$ cat src/rtl/color_quantizer_if.sv
// rtl/color_quantizer_if.sv - pixel in/out handshake bundle for color_quantizer
interface color_quantizer_if;
   logic        in_valid;
   logic        in_ready;
   logic [7:0]  in_r;
   logic [7:0]  in_g;
   logic [7:0]  in_b;
   logic        in_mode;
   logic        in_sof;
   logic        out_valid;
   logic        out_ready;
   logic [4:0]  out_r;
   logic [4:0]  out_g;
   logic [4:0]  out_b;
   logic        out_sof;
   logic [15:0] pix_count;

   modport master (
      output in_valid, in_r, in_g, in_b, in_mode, in_sof, out_ready,
      input  in_ready, out_valid, out_r, out_g, out_b, out_sof, pix_count
   );

   modport slave (
      input  in_valid, in_r, in_g, in_b, in_mode, in_sof, out_ready,
      output in_ready, out_valid, out_r, out_g, out_b, out_sof, pix_count
   );
endinterface

$ cat src/rtl/color_quantizer.sv
// rtl/color_quantizer.sv - 2-stage pixel quantizer to 25-level (mode 0) or 5-bit truncated (mode 1) codes
module color_quantizer (
   input logic              clk,
   input logic              rst,
   color_quantizer_if.slave bus
);
   localparam int NLEVELS = 25;

   logic        s1_valid;
   logic        s1_mode;
   logic        s1_sof;
   logic [7:0]  s1_r;
   logic [7:0]  s1_g;
   logic [7:0]  s1_b;
   logic        s2_valid;
   logic        s2_sof;
   logic [4:0]  s2_r;
   logic [4:0]  s2_g;
   logic [4:0]  s2_b;
   logic [15:0] count;
   logic        s2_adv;
   logic        s1_load;
   logic        accept;

   // Nearest level = number of midpoints strictly below v; exact ties stay on the lower code.
   function automatic logic [4:0] quant(input logic [7:0] v, input logic mode);
      logic [4:0]  code;
      int unsigned mid2;
      code = 5'd0;
      for (int k = 1; k < NLEVELS; k++) begin
         mid2 = (85 * (k - 1)) / 8 + (85 * k) / 8;
         if (2 * {24'd0, v} > mid2) code = code + 5'd1;
      end
      if (mode) code = v[7:3];
      return code;
   endfunction

   assign s2_adv       = !s2_valid || bus.out_ready;
   assign s1_load      = !s1_valid || s2_adv;
   assign accept       = bus.in_valid && s1_load;

   assign bus.in_ready  = s1_load;
   assign bus.out_valid = s2_valid;
   assign bus.out_r     = s2_r;
   assign bus.out_g     = s2_g;
   assign bus.out_b     = s2_b;
   assign bus.out_sof   = s2_sof;
   assign bus.pix_count = count;

   always_ff @(posedge clk) begin
      if (rst) begin
         s1_valid <= 1'b0;
         s1_mode  <= 1'b0;
         s1_sof   <= 1'b0;
         s1_r     <= 8'd0;
         s1_g     <= 8'd0;
         s1_b     <= 8'd0;
         s2_valid <= 1'b0;
         s2_sof   <= 1'b0;
         s2_r     <= 5'd0;
         s2_g     <= 5'd0;
         s2_b     <= 5'd0;
         count    <= 16'd0;
      end else begin
         if (s2_adv) begin
            s2_valid <= s1_valid;
            if (s1_valid) begin
               s2_r   <= quant(s1_r, s1_mode);
               s2_g   <= quant(s1_g, s1_mode);
               s2_b   <= quant(s1_b, s1_mode);
               s2_sof <= s1_sof;
            end
         end
         if (s1_load) begin
            s1_valid <= bus.in_valid;
            if (bus.in_valid) begin
               s1_r    <= bus.in_r;
               s1_g    <= bus.in_g;
               s1_b    <= bus.in_b;
               s1_mode <= bus.in_mode;
               s1_sof  <= bus.in_sof;
            end
         end
         if (accept) begin
            if (bus.in_sof) count <= 16'd1;
            else if (count != 16'hFFFF) count <= count + 16'd1;
         end
      end
   end
endmodule

$ cat src/flat_wrapper.sv
// flat-port wrapper written by rule: the top's interface ports become plain ports
module color_quantizer_flat 
  (clk, rst, bus_in_valid, bus_in_r, bus_in_g, bus_in_b, bus_in_mode, bus_in_sof, bus_out_ready, bus_in_ready, bus_out_valid, bus_out_r, bus_out_g, bus_out_b, bus_out_sof, bus_pix_count);
  color_quantizer_if bus_i ();
  input logic clk;
  input logic rst;
  input wire logic [$bits(bus_i.in_valid)-1:0] bus_in_valid;
  input wire logic [$bits(bus_i.in_r)-1:0] bus_in_r;
  input wire logic [$bits(bus_i.in_g)-1:0] bus_in_g;
  input wire logic [$bits(bus_i.in_b)-1:0] bus_in_b;
  input wire logic [$bits(bus_i.in_mode)-1:0] bus_in_mode;
  input wire logic [$bits(bus_i.in_sof)-1:0] bus_in_sof;
  input wire logic [$bits(bus_i.out_ready)-1:0] bus_out_ready;
  output wire logic [$bits(bus_i.in_ready)-1:0] bus_in_ready;
  output wire logic [$bits(bus_i.out_valid)-1:0] bus_out_valid;
  output wire logic [$bits(bus_i.out_r)-1:0] bus_out_r;
  output wire logic [$bits(bus_i.out_g)-1:0] bus_out_g;
  output wire logic [$bits(bus_i.out_b)-1:0] bus_out_b;
  output wire logic [$bits(bus_i.out_sof)-1:0] bus_out_sof;
  output wire logic [$bits(bus_i.pix_count)-1:0] bus_pix_count;
  assign bus_i.in_valid = bus_in_valid;
  assign bus_i.in_r = bus_in_r;
  assign bus_i.in_g = bus_in_g;
  assign bus_i.in_b = bus_in_b;
  assign bus_i.in_mode = bus_in_mode;
  assign bus_i.in_sof = bus_in_sof;
  assign bus_i.out_ready = bus_out_ready;
  assign bus_in_ready = bus_i.in_ready;
  assign bus_out_valid = bus_i.out_valid;
  assign bus_out_r = bus_i.out_r;
  assign bus_out_g = bus_i.out_g;
  assign bus_out_b = bus_i.out_b;
  assign bus_out_sof = bus_i.out_sof;
  assign bus_pix_count = bus_i.pix_count;
  color_quantizer u_core (.clk(clk), .rst(rst), .bus(bus_i));
endmodule
$ cat config.mk
export PLATFORM = sky130hd
export DESIGN_NAME = color_quantizer_flat
export DESIGN_NICKNAME = d
export VERILOG_FILES = /design/src/rtl/color_quantizer_if.sv /design/src/rtl/color_quantizer.sv /design/src/flat_wrapper.sv
export SDC_FILE = /design/constraint.sdc
export NUM_CORES = 1
export LEC_CHECK = 0
export CAP_MARGIN = 20
export CORE_MARGIN = 5
export CORE_UTILIZATION = 40
export CTS_BUF_LIST = sky130_fd_sc_hd__clkbuf_8
export CTS_CLUSTER_DIAMETER = 100
export DETAILED_ROUTE_END_ITERATION = 6
export SETUP_SLACK_MARGIN = 0.3
export SKIP_LAST_GASP = 1
export SYNTH_ARGS = -nofsm -noshare
export SYNTH_HDL_FRONTEND = slang
export SYNTH_SLANG_ARGS = --single-unit
export TNS_END_PERCENT = 1
$ cat constraint.sdc
create_clock -name clk -period 19.6 [get_ports clk]
set_clock_uncertainty 0.2 [all_clocks]
set_input_delay 2.94 -clock clk [delete_from_list [all_inputs] [get_ports clk]]
set_output_delay 2.94 -clock clk [all_outputs]
set_load 0.01 [all_outputs]
==> impl_metrics.csv, run 1 <==
group,metric,value,unit
logic_synthesis,async_flop_share,0,
sta,fin_crit,15.67,ns
die,chipHeight,184.2,µm
worst_setup_path,crit-reg2reg-launch,"u_core.s1_r[6]",
clock_network,clkSinkCount,60,
placed_design,count_of_port_buffers_added_during_placement,63,
grt,global_route.usage.total,0.1937,
logic_synthesis,synth-adder-area-share,0.07670,
clock_network,cts_tree,"yes",
logic_synthesis,synth-edff-count,0,
power_and_ir_drop,fin_total_pwr,0.001265,W
logic_synthesis,synth_seq_area_share,0.09897,
drt,post_drt_via_cell_ratio,5.742,
die,design.portCount,64,
worst_hold_path,timing.hold.worst.class,"flip-flop to flip-flop",
drt,wire_per_inst,15.82,µm
placed_design,globalplace.congestion,0.8516,
drt,drc,0,
logic_synthesis,synth_seq_cells,60,
worst_setup_path,critical_path.startpoint,"u_core.s1_r[6]",
drt,routed_vias,12086,
worst_setup_path,cpMaxStageDelayCell,"sky130_fd_sc_hd__dfxtp_1",
worst_setup_path,critical-path-max-stage-delay,0.91,ns
logic_synthesis,post-synth-top-area-cell,"sky130_fd_sc_hd__dfxtp_1",
clock_network,clk_pin_slew_worst_paths,0.08,ns
logic_synthesis,synth_top_flop_cell,"sky130_fd_sc_hd__dfxtp_1",
sta,final_setup_violation_count,0,
logic_synthesis,syn_area,0.01214,mm²
logic_synthesis,synth_compound_gate_area_share,0.2582,
worst_setup_path,data_required_critical_path,19.61,ns
sta,achievable-frequency,0.06380,GHz
drt,drt_first_iter_violations,825,
flow_run,maxCapViolCount,0,
logic_synthesis,post_synth_and_or_nand_nor_area_fraction,0.2656,
grt,grt_max_degree,47,
sta,timing_worst_slew_pin_value,0.9560,ns
clock_network,ctsLongestPathBuffers,2,
finish,area_growth_syn_to_layout,9.020,%
logic_synthesis,synthDominantCellAreaShare,0.09897,
clock_network,post-cts-setup-buffers,0,
grt,grt_antenna_before_repair,0,
logic_synthesis,synth_top_family_by_area,"simple AND/OR/NAND/NOR gates",
die,dieArea,0.03393,mm²
die,placeableCoreArea,0.02980,mm²
worst_setup_path,critical_path.most_common_cell,"sky130_fd_sc_hd__ha_1",
sta,setup-tns-final,0,ns
worst_setup_path,critPathKind,"flip-flop to flip-flop",
clock_network,clkLatencyLatePin,0.36,ns
worst_setup_path,critical_path_arrival,15.69,ns
die,die_w,184.2,µm
worst_hold_path,min-delay-start,"u_core.s1_sof",
power_and_ir_drop,power_leakage,5.045,nW
logic_synthesis,netlist_cell_types,109,
worst_setup_path,crit_path_max_fanout,29,
sta,relSlewSlack,0.3605,
sta,maxSlewViolCount,0,
die,initial_utilization,0.4073,
grt,via_count_of_the_first_global_routing_pass,11400,
clock_network,clockRootBuffer,"sky130_fd_sc_hd__clkbuf_8",
clock_network,cts_buffers,9,
logic_synthesis,yosys.area_share.xor_xnor,0.2115,
grt,grt_pass1_wl,56340,µm
worst_setup_path,ff2ff_setup_slack,3.93,ns
logic_synthesis,yosysWarnings,0,
drt,detailedRoute.firstPassIterationCount,5,
sta,hold_viol_final,0,
clock_network,number_of_buffers_added_to_fix_hold_violations_after_cts,0,
clock_network,htreeDepth,3,
worst_setup_path,timing.critical_path.to_type,"flip-flop",
logic_synthesis,avgSynthCellArea,7.118,µm²
drt,detail-route-antenna-nets,0,
logic_synthesis,synth_mux_area_frac,0.04113,
finish,post_route_cells_drive_above_1_share,0.06589,
sta,final_cycle_share,0.7997,
finish,layout_common_cells,"sky130_fd_sc_hd__nand2_1, sky130_fd_sc_hd__nor2_1, sky130_fd_sc_hd__a21oi_1",
finish,layoutNonFillerInstCount,2105,
drt,totalWireLength,33290,µm
finish,design.final.nets,1812,
finish,insertedDiodeCount,0,
logic_synthesis,synth_nets,1807,
finish,leading_cell_type_in_the_layout_fill_and_taps_excluded,"sky130_fd_sc_hd__nand2_1",
logic_synthesis,netlist_instances,1705,
clock_network,post_cts_resize_count,0,
die,rows,63,
outcome,run_status,"finished clean",
power_and_ir_drop,power-per-cell-area,95.64,mW/mm²
placed_design,placedCellCount,2089,
logic_synthesis,cell_types_with_the_largest_area_share_after_synthesis,"sky130_fd_sc_hd__dfxtp_1, sky130_fd_sc_hd__xnor2_1, sky130_fd_sc_hd__ha_1, sky130_fd_sc_hd__nand2_1, sky130_fd_sc_hd__a21oi_1",
grt,globalRouteOverflowTotal,0,
sta,grt_setup_unrepaired,"false",
placed_design,detailed_place_hpwl,25990,µm
finish,layout.filler_cells,3127,
worst_setup_path,worst_setup_path_start_kind,"flip-flop",
power_and_ir_drop,worst_ir_drop_vdd,0.05225,mV
==> report_power, final <==
part / switching (W) / leakage [nW] / internal, W
sequential: 0.0000115 / 0.491 / 0.000129
clock: 0.0000558 / 0.114 / 0.0000750
combinational: 0.000557 / 4.44 / 0.000438
total: 0.000624 / 5.04 / 0.000642
==> synthesized netlist by cell type, drive strengths merged, types with 6 or more instances <==
| master | number |
|---|---|
| nor3b | 12 |
| inv | 62 |
| a211o | 7 |
| nor3 | 40 |
| nand3 | 43 |
| mux2 | 13 |
| or3 | 19 |
| a41oi | 7 |
| ha | 72 |
| xnor2 | 136 |
| a31oi | 28 |
| xor2 | 78 |
| o211ai | 18 |
| o31a | 9 |
| a21o | 19 |
| nand3b | 8 |
| buf | 29 |
| nor2 | 171 |
| a21oi | 151 |
| nor2b | 15 |
| or2 | 18 |
| o21bai | 6 |
| nand2 | 233 |
| nand2b | 25 |
| clkbuf | 51 |
| o22ai | 7 |
| nand4 | 18 |
| a211oi | 15 |
| o21a | 14 |
| nor4 | 7 |
| and3 | 22 |
| a221oi | 7 |
| dfxtp | 60 |
| o21ai | 98 |
| mux2i | 33 |
| o32ai | 7 |
| xnor3 | 19 |
| and2 | 21 |
| a21boi | 6 |
==> final cells by class <==
class / count / area (µm²) / share of cell area
Multi-Input combinational cell: 1503 / 10350 / 0.7826
Sequential cell: 60 / 1201 / 0.09078
Timing Repair Buffer: 74 / 728.2 / 0.05504
Tap cell: 390 / 488.0 / 0.03688
Inverter: 62 / 232.7 / 0.01759
Clock buffer: 10 / 137.6 / 0.01040
Clock inverter: 6 / 88.84 / 0.006714
==> per-stage QoR <==
stage / hold WS [ns] / utilization / cell area [µm²] / setup slack [ns]
final: 0.2431 / 0.4441 / 13230 / 3.926
after global routing: 0.2648 / 0.4441 / 13230 / 2.693
after CTS: 0.2436 / 0.4441 / 13230 / 3.967
after detailed placement: 0.2491 / 0.4365 / 13010 / 4.035
after global placement: 0.2405 / 0.4355 / 12980 / 4.535
after floorplan: 0.2321 / - / 12140 / 5.458
==> flip-flops by register name (all words and copies together), names as in the netlist, 5 cells and up <==
name and cells:
u_core.bus.out_b 5, u_core.s1_g 8, u_core.bus.out_r 5, u_core.bus.out_g 5
u_core.bus.pix_count 16, u_core.s1_r 8, u_core.s1_b 8
==> cell families after synthesis <==
kind of cell,count (synthesis)
buf+inv,142
fa+ha+maj,75
mux,47
xor+xnor,236
compound gates,470
simple gates,675
flops,60
==> worst max-delay path: cells and delay by family (launching register included) <==
kind	cells	cell delay, ns
compound gates	19	3.74
xor+xnor	3	0.75
fa+ha+maj	21	6.36
buf+inv	3	0.26
flops	1	0.91
mux	4	0.90
simple gates	21	2.40
==> path summary, 6_finish.rpt <==
kind	to	cells after the start
min	u_core.bus.out_sof	2
min reg2reg	u_core.bus.out_sof	2
max reg2reg	u_core.bus.out_r[4]	71
max	u_core.bus.out_r[4]	71
==> metal layers <==
layer	part of all wire	GRT usage
met1	0.50	0.2754
met2	0.44	0.3117
met3	0.047	0.03177
met4	0.014	0.03727
met5	0	0
Note: power is estimated with default switching activity, not from simulation.
==> inputs of run 2 (changes only) <==
==> constraint.sdc (replaced) <==
create_clock -name clk -period 13.3 [get_ports clk]
set_clock_uncertainty 0.2 [all_clocks]
set_input_delay 1.995 -clock clk [delete_from_list [all_inputs] [get_ports clk]]
set_output_delay 1.995 -clock clk [all_outputs]
set_load 0.01 [all_outputs]
==> run 2 against run 1 <==
Net effect:
- total power is 66% higher
- utilization increased by 3.7 points
- routed wire length is 6.3% higher
- largest cell class unchanged
- highest routed layer unchanged
- critical path type unchanged
- fmax up 19%
==> impl_metrics.csv, run 2 (synthesis results as in run 1) <==
group,metric,value,unit
outcome,run_status,"finished clean",
die,dieArea,0.03393,mm²
die,design.portCount,64,
power_and_ir_drop,power-per-cell-area,146.6,mW/mm²
sta,setup-tns-final,0,ns
clock_network,htreeDepth,3,
drt,routed_vias,12519,
grt,global_route.usage.total,0.2031,
sta,whs,0.2552,ns
finish,design.final.nets,1901,
grt,grt_antenna_before_repair,0,
finish,post_route_cells_drive_above_1_share,0.1580,
finish,final_design_area_no_fill,0.01433,mm²
die,chipHeight,184.2,µm
worst_setup_path,crit_path_max_fanout,4,
sta,achievable-frequency,0.07591,GHz
sta,final.setup.worst_slack,0.1269,ns
worst_setup_path,critical_path_arrival,13.19,ns
die,die_w,184.2,µm
finish,layout.filler_cells,3014,
placed_design,detailed_place_hpwl,27240,µm
grt,grt_max_degree,47,
clock_network,ctsLongestPathBuffers,2,
grt,via_count_of_the_first_global_routing_pass,11993,
drt,drt_first_iter_violations,773,
drt,drc,0,
clock_network,number_of_buffers_added_to_fix_hold_violations_after_cts,0,
worst_setup_path,critPathKind,"flip-flop to flip-flop",
worst_hold_path,worstHoldPathCells,2,
worst_setup_path,worst_setup_path_start_kind,"flip-flop",
clock_network,cts_tree,"yes",
sta,timing_worst_slew_pin_value,1.045,ns
drt,totalWireLength,35400,µm
grt,met1_usage,0.2853,
flow_run,maxCapViolCount,0,
power_and_ir_drop,power_leakage,5.542,nW
worst_setup_path,critical-path-max-stage-delay,0.37,ns
clock_network,clk_pin_slew_worst_paths,0.08,ns
drt,wire_per_inst,16.13,µm
sta,final_cycle_share,0.9905,
grt,globalRouteOverflowTotal,0,
sta,relSlewSlack,0.3024,
worst_hold_path,timing.hold.worst.class,"flip-flop to flip-flop",
finish,multi_input_area,0.01082,mm²
die,rows,63,
finish,final-seq-area,0.001217,mm²
worst_setup_path,timing.critical_path.to_type,"flip-flop",
die,placeableCoreArea,0.02980,mm²
worst_setup_path,cpMaxStageDelayCell,"sky130_fd_sc_hd__dfxtp_4",
finish,area_growth_syn_to_layout,18.07,%
drt,detail-route-antenna-nets,0,
clock_network,clkSinkCount,60,
grt,gr-usage-met2,0.3288,
placed_design,globalplace.congestion,0.8843,
finish,layout_common_cells,"sky130_fd_sc_hd__nand2_1, sky130_fd_sc_hd__nor2_1, sky130_fd_sc_hd__a21oi_1",
grt,grt_busiest_layer,"met2",
grt,use_met3,0.03276,
finish,largest_register_ffs,16,
die,initial_utilization,0.4073,
drt,detailedRoute.firstPassIterationCount,5,
power_and_ir_drop,worst_ir_drop_vdd,0.08750,mV
placed_design,placement.cell_area,0.01356,mm²
sta,hold_viol_final,0,
clock_network,clockRootBuffer,"sky130_fd_sc_hd__clkbuf_8",
sta,fin_crit,13.17,ns
placed_design,count_of_port_buffers_added_during_placement,63,
drt,post_drt_via_cell_ratio,5.706,
finish,leading_cell_type_in_the_layout_fill_and_taps_excluded,"sky130_fd_sc_hd__nand2_1",
placed_design,dp_worst_setup_slack,-0.4060,ns
sta,maxSlewViolCount,0,
worst_setup_path,data_required_critical_path,13.32,ns
clock_network,clkLatencyLatePin,0.37,ns
sta,grt_setup_unrepaired,"true",
grt,grt_pass1_wl,59220,µm
finish,insertedDiodeCount,0,
sta,final_setup_violation_count,0,
clock_network,cts_buffers,9,
worst_setup_path,critical_path.most_common_cell,"sky130_fd_sc_hd__ha_1",
worst_setup_path,rr_worst_depth,72,
[run 2: stage by stage]
step                cells  total power (W)  utilization
floorplan            1705         0.001440            -
global placement     2142         0.001729       0.4549
detailed placement   2142         0.001753       0.4549
CTS                  2177         0.001996       0.4695
global route         2194         0.002289       0.4809
finish               2194         0.002100       0.4809
[run 2: metal layers]
metal  vias up  routed length, µm
met5         -                  0
met4         0                637
met3        45               1474
met2       261              15960
met1      5899              17330
li1       6314                  -
[run 2: worst max-delay path: cells and delay by family (launching register included)]
| family | cells | cell delay, ns |
|---|---|---|
| adder cells (fa/ha/maj) | 20 | 5.41 |
| buffers and inverters | 5 | 0.45 |
| XOR/XNOR | 6 | 1.08 |
| AO/OA/AOI/OAI | 16 | 2.41 |
| AND/OR/NAND/NOR | 21 | 2.18 |
| multiplexers | 4 | 0.91 |
| flip-flops | 1 | 0.37 |
[run 2: path summary, 6_finish.rpt]
| check | slack [ns] | startpoint | endpoint |
|---|---|---|---|
| hold reg to reg | 0.26 | u_core.s1_sof | u_core.bus.out_sof |
| setup reg to reg | 0.13 | u_core.s1_r[4] | u_core.bus.out_r[4] |
| hold / removal | 0.26 | u_core.s1_sof | u_core.bus.out_sof |
| setup / recovery | 0.13 | u_core.s1_r[4] | u_core.bus.out_r[4] |
[run 2: area by class of cell]
type / instances / share of cell area
clock buffer: 9 / 0.008644
clock inverter: 7 / 0.005239
inverter: 62 / 0.01624
multi-input combinational: 1503 / 0.7548
sequential: 60 / 0.08496
tap: 390 / 0.03405
timing repair buffer: 163 / 0.09604
[run 2: what timing repair did]
item                       4_1_cts  5_1_grt
setup endpoints to repair        8       12
setup buffers                   19       17
pin swaps                       33       50
resized for setup               25       47
[run 2: power breakdown]
group	internal, W	total [W]	switching [W]
Combinational	0.000805	0.00172	0.000920
Sequential	0.000190	0.000202	0.0000122
Clock	0.0000870	0.000173	0.0000863
==> inputs of run 3 (changes only) <==
--- a/config.mk
+++ b/config.mk
@@ -6,6 +6,7 @@
 export NUM_CORES = 1
 export LEC_CHECK = 0
 export CAP_MARGIN = 20
+export CORE_ASPECT_RATIO = 0.6
 export CORE_MARGIN = 5
 export CORE_UTILIZATION = 40
 export CTS_BUF_LIST = sky130_fd_sc_hd__clkbuf_8
==> run 3 against run 2 <==
Net effect:
- sequential cell count is the same
- routed wire length grew 8.8%
- first-iteration DRC count grew 25%
- final cell count grew 1.8%
- sequential power is essentially flat
- worst hold slack lost 0.0082 ns
- the run now ends with negative setup slack left
- die area grew 0.33%
- largest power group unchanged
- critical path depth grew 9
- clock power is essentially flat
==> impl_metrics.csv, run 3 (synthesis results as in run 1) <==
group,metric,value,unit
power_and_ir_drop,fin_total_pwr,0.002166,W
finish,design.final.nets,1922,
sta,achievable-frequency,0.07516,GHz
clock_network,ctsLongestPathBuffers,2,
sta,fin_crit,13.31,ns
finish,area_growth_syn_to_layout,19.05,%
sta,timing_worst_slew_pin_value,1.055,ns
die,rows,49,
sta,final_cycle_share,1.000,
drt,wire_per_inst,17.23,µm
placed_design,globalplace.congestion,0.9171,
die,dieArea,0.03404,mm²
drt,detail-route-antenna-nets,0,
clock_network,clkSinkCount,60,
finish,largest_register_ffs,16,
grt,grt_antenna_before_repair,1,
sta,final.setup.worst_slack,-0.005758,ns
power_and_ir_drop,power-per-cell-area,149.9,mW/mm²
worst_setup_path,data_required_critical_path,13.29,ns
worst_setup_path,critical_path.most_common_cell,"sky130_fd_sc_hd__buf_4",
clock_network,htreeDepth,3,
flow_run,maxCapViolCount,0,
outcome,run_status,"finished with violations",
placed_design,dp_worst_setup_slack,-0.3204,ns
drt,detailedRoute.firstPassIterationCount,5,
placed_design,count_of_port_buffers_added_during_placement,63,
sta,final_setup_violation_count,1,
worst_setup_path,timing.critical_path.to_type,"flip-flop",
die,design.portCount,64,
die,placeableCoreArea,0.02992,mm²
clock_network,cts_tree,"yes",
placed_design,placement.cell_area,0.01364,mm²
drt,totalWireLength,38500,µm
sta,setup-tns-final,-0.005758,ns
finish,final_core_utilization,0.4829,
sta,maxSlewViolCount,0,
grt,global_route.usage.total,0.2126,
worst_setup_path,critical-path-max-stage-delay,0.37,ns
clock_network,clockRootBuffer,"sky130_fd_sc_hd__clkbuf_8",
grt,grt_pass1_wl,62220,µm
clock_network,number_of_buffers_added_to_fix_hold_violations_after_cts,0,
grt,via_count_of_the_first_global_routing_pass,11758,
outcome,failed_checks,"negative setup slack",
die,chipHeight,144.9,µm
worst_setup_path,critPathKind,"flip-flop to flip-flop",
clock_network,cts_buffers,9,
finish,final_design_area_no_fill,0.01445,mm²
sta,hold_viol_final,0,
power_and_ir_drop,power_leakage,5.646,nW
sta,grt_setup_unrepaired,"true",
drt,drc,0,
worst_hold_path,timing.hold.worst.class,"flip-flop to flip-flop",
worst_setup_path,cpMaxStageDelayCell,"sky130_fd_sc_hd__mux2_2",
worst_setup_path,critical_path_arrival,13.29,ns
clock_network,clkLatencyLatePin,0.35,ns
die,die_w,234.9,µm
sta,relSlewSlack,0.2916,
drt,post_drt_via_cell_ratio,5.756,
finish,leading_cell_type_in_the_layout_fill_and_taps_excluded,"sky130_fd_sc_hd__nand2_1",
drt,routed_vias,12858,
placed_design,detailed_place_hpwl,29620,µm
finish,post_route_cells_drive_above_1_share,0.1622,
grt,globalRouteOverflowTotal,0,
grt,grt_max_degree,47,
die,initial_utilization,0.4057,
clock_network,clk_pin_slew_worst_paths,0.08,ns
worst_setup_path,worst_setup_path_start_kind,"flip-flop",
worst_setup_path,crit_path_max_fanout,3,
power_and_ir_drop,worst_ir_drop_vdd,0.06623,mV
drt,drt_first_iter_violations,969,
finish,layout_common_cells,"sky130_fd_sc_hd__nand2_1, sky130_fd_sc_hd__nor2_1, sky130_fd_sc_hd__a21oi_1",
==> run 3: layout make-up <==
class	instances	area, µm²
Timing Repair Buffer	184	1569
Tap cell	408	510.5
Inverter	62	232.7
Multi-Input combinational cell	1503	10720
Sequential cell	60	1214
Antenna cell	1	2.502
Clock inverter	6	62.56
Clock buffer	10	137.6
Fill cell	3044	15470
==> run 3: path summary, 6_finish.rpt <==
path                        from                  end  slack [ns]  cells past startpoint
hold reg to reg    u_core.s1_sof   u_core.bus.out_sof        0.25                      2
hold / removal     u_core.s1_sof   u_core.bus.out_sof        0.25                      2
setup / recovery  u_core.s1_r[5]  u_core.bus.out_r[4]      -0.006                     81
setup reg to reg  u_core.s1_r[5]  u_core.bus.out_r[4]      -0.006                     81
==> run 3: through the flow <==
step                      hold WS (ns)  instances
final                           0.2471       2234
after detailed placement        0.2481       2168
after global placement          0.2418       2168
after floorplan                 0.2321       1705
after global routing            0.2919       2234
after CTS                       0.2530       2228
==> run 3: what timing repair did <==
item                       in CTS  in global routing
setup buffers                  44                  3
resized for setup              26                 27
setup endpoints to repair       7                 12
pin swaps                      33                 12
==> run 3: where the power goes <==
group	switching [W]	internal [W]	leakage (nW)
Sequential	0.0000101	0.000190	0.494
Clock	0.0000846	0.0000914	0.100
Combinational	0.000949	0.000841	5.05
Total	0.00104	0.00112	5.65
==> run 3: critical path: cells and delay by family (launching register included) <==
family / cells / cell delay [ns]
compound gates: 15 / 2.35
xor+xnor: 4 / 0.65
fa+ha+maj: 13 / 3.43
buf+inv: 30 / 3.55
flops: 1 / 0.36
mux: 4 / 1.01
simple gates: 15 / 1.59
==> run 3: metal layers <==
layer	routed length, µm	global-route usage
met4	511	0.03238
met5	0	0
met1	20570	0.3446
met3	2607	0.03718
met2	14810	0.2931
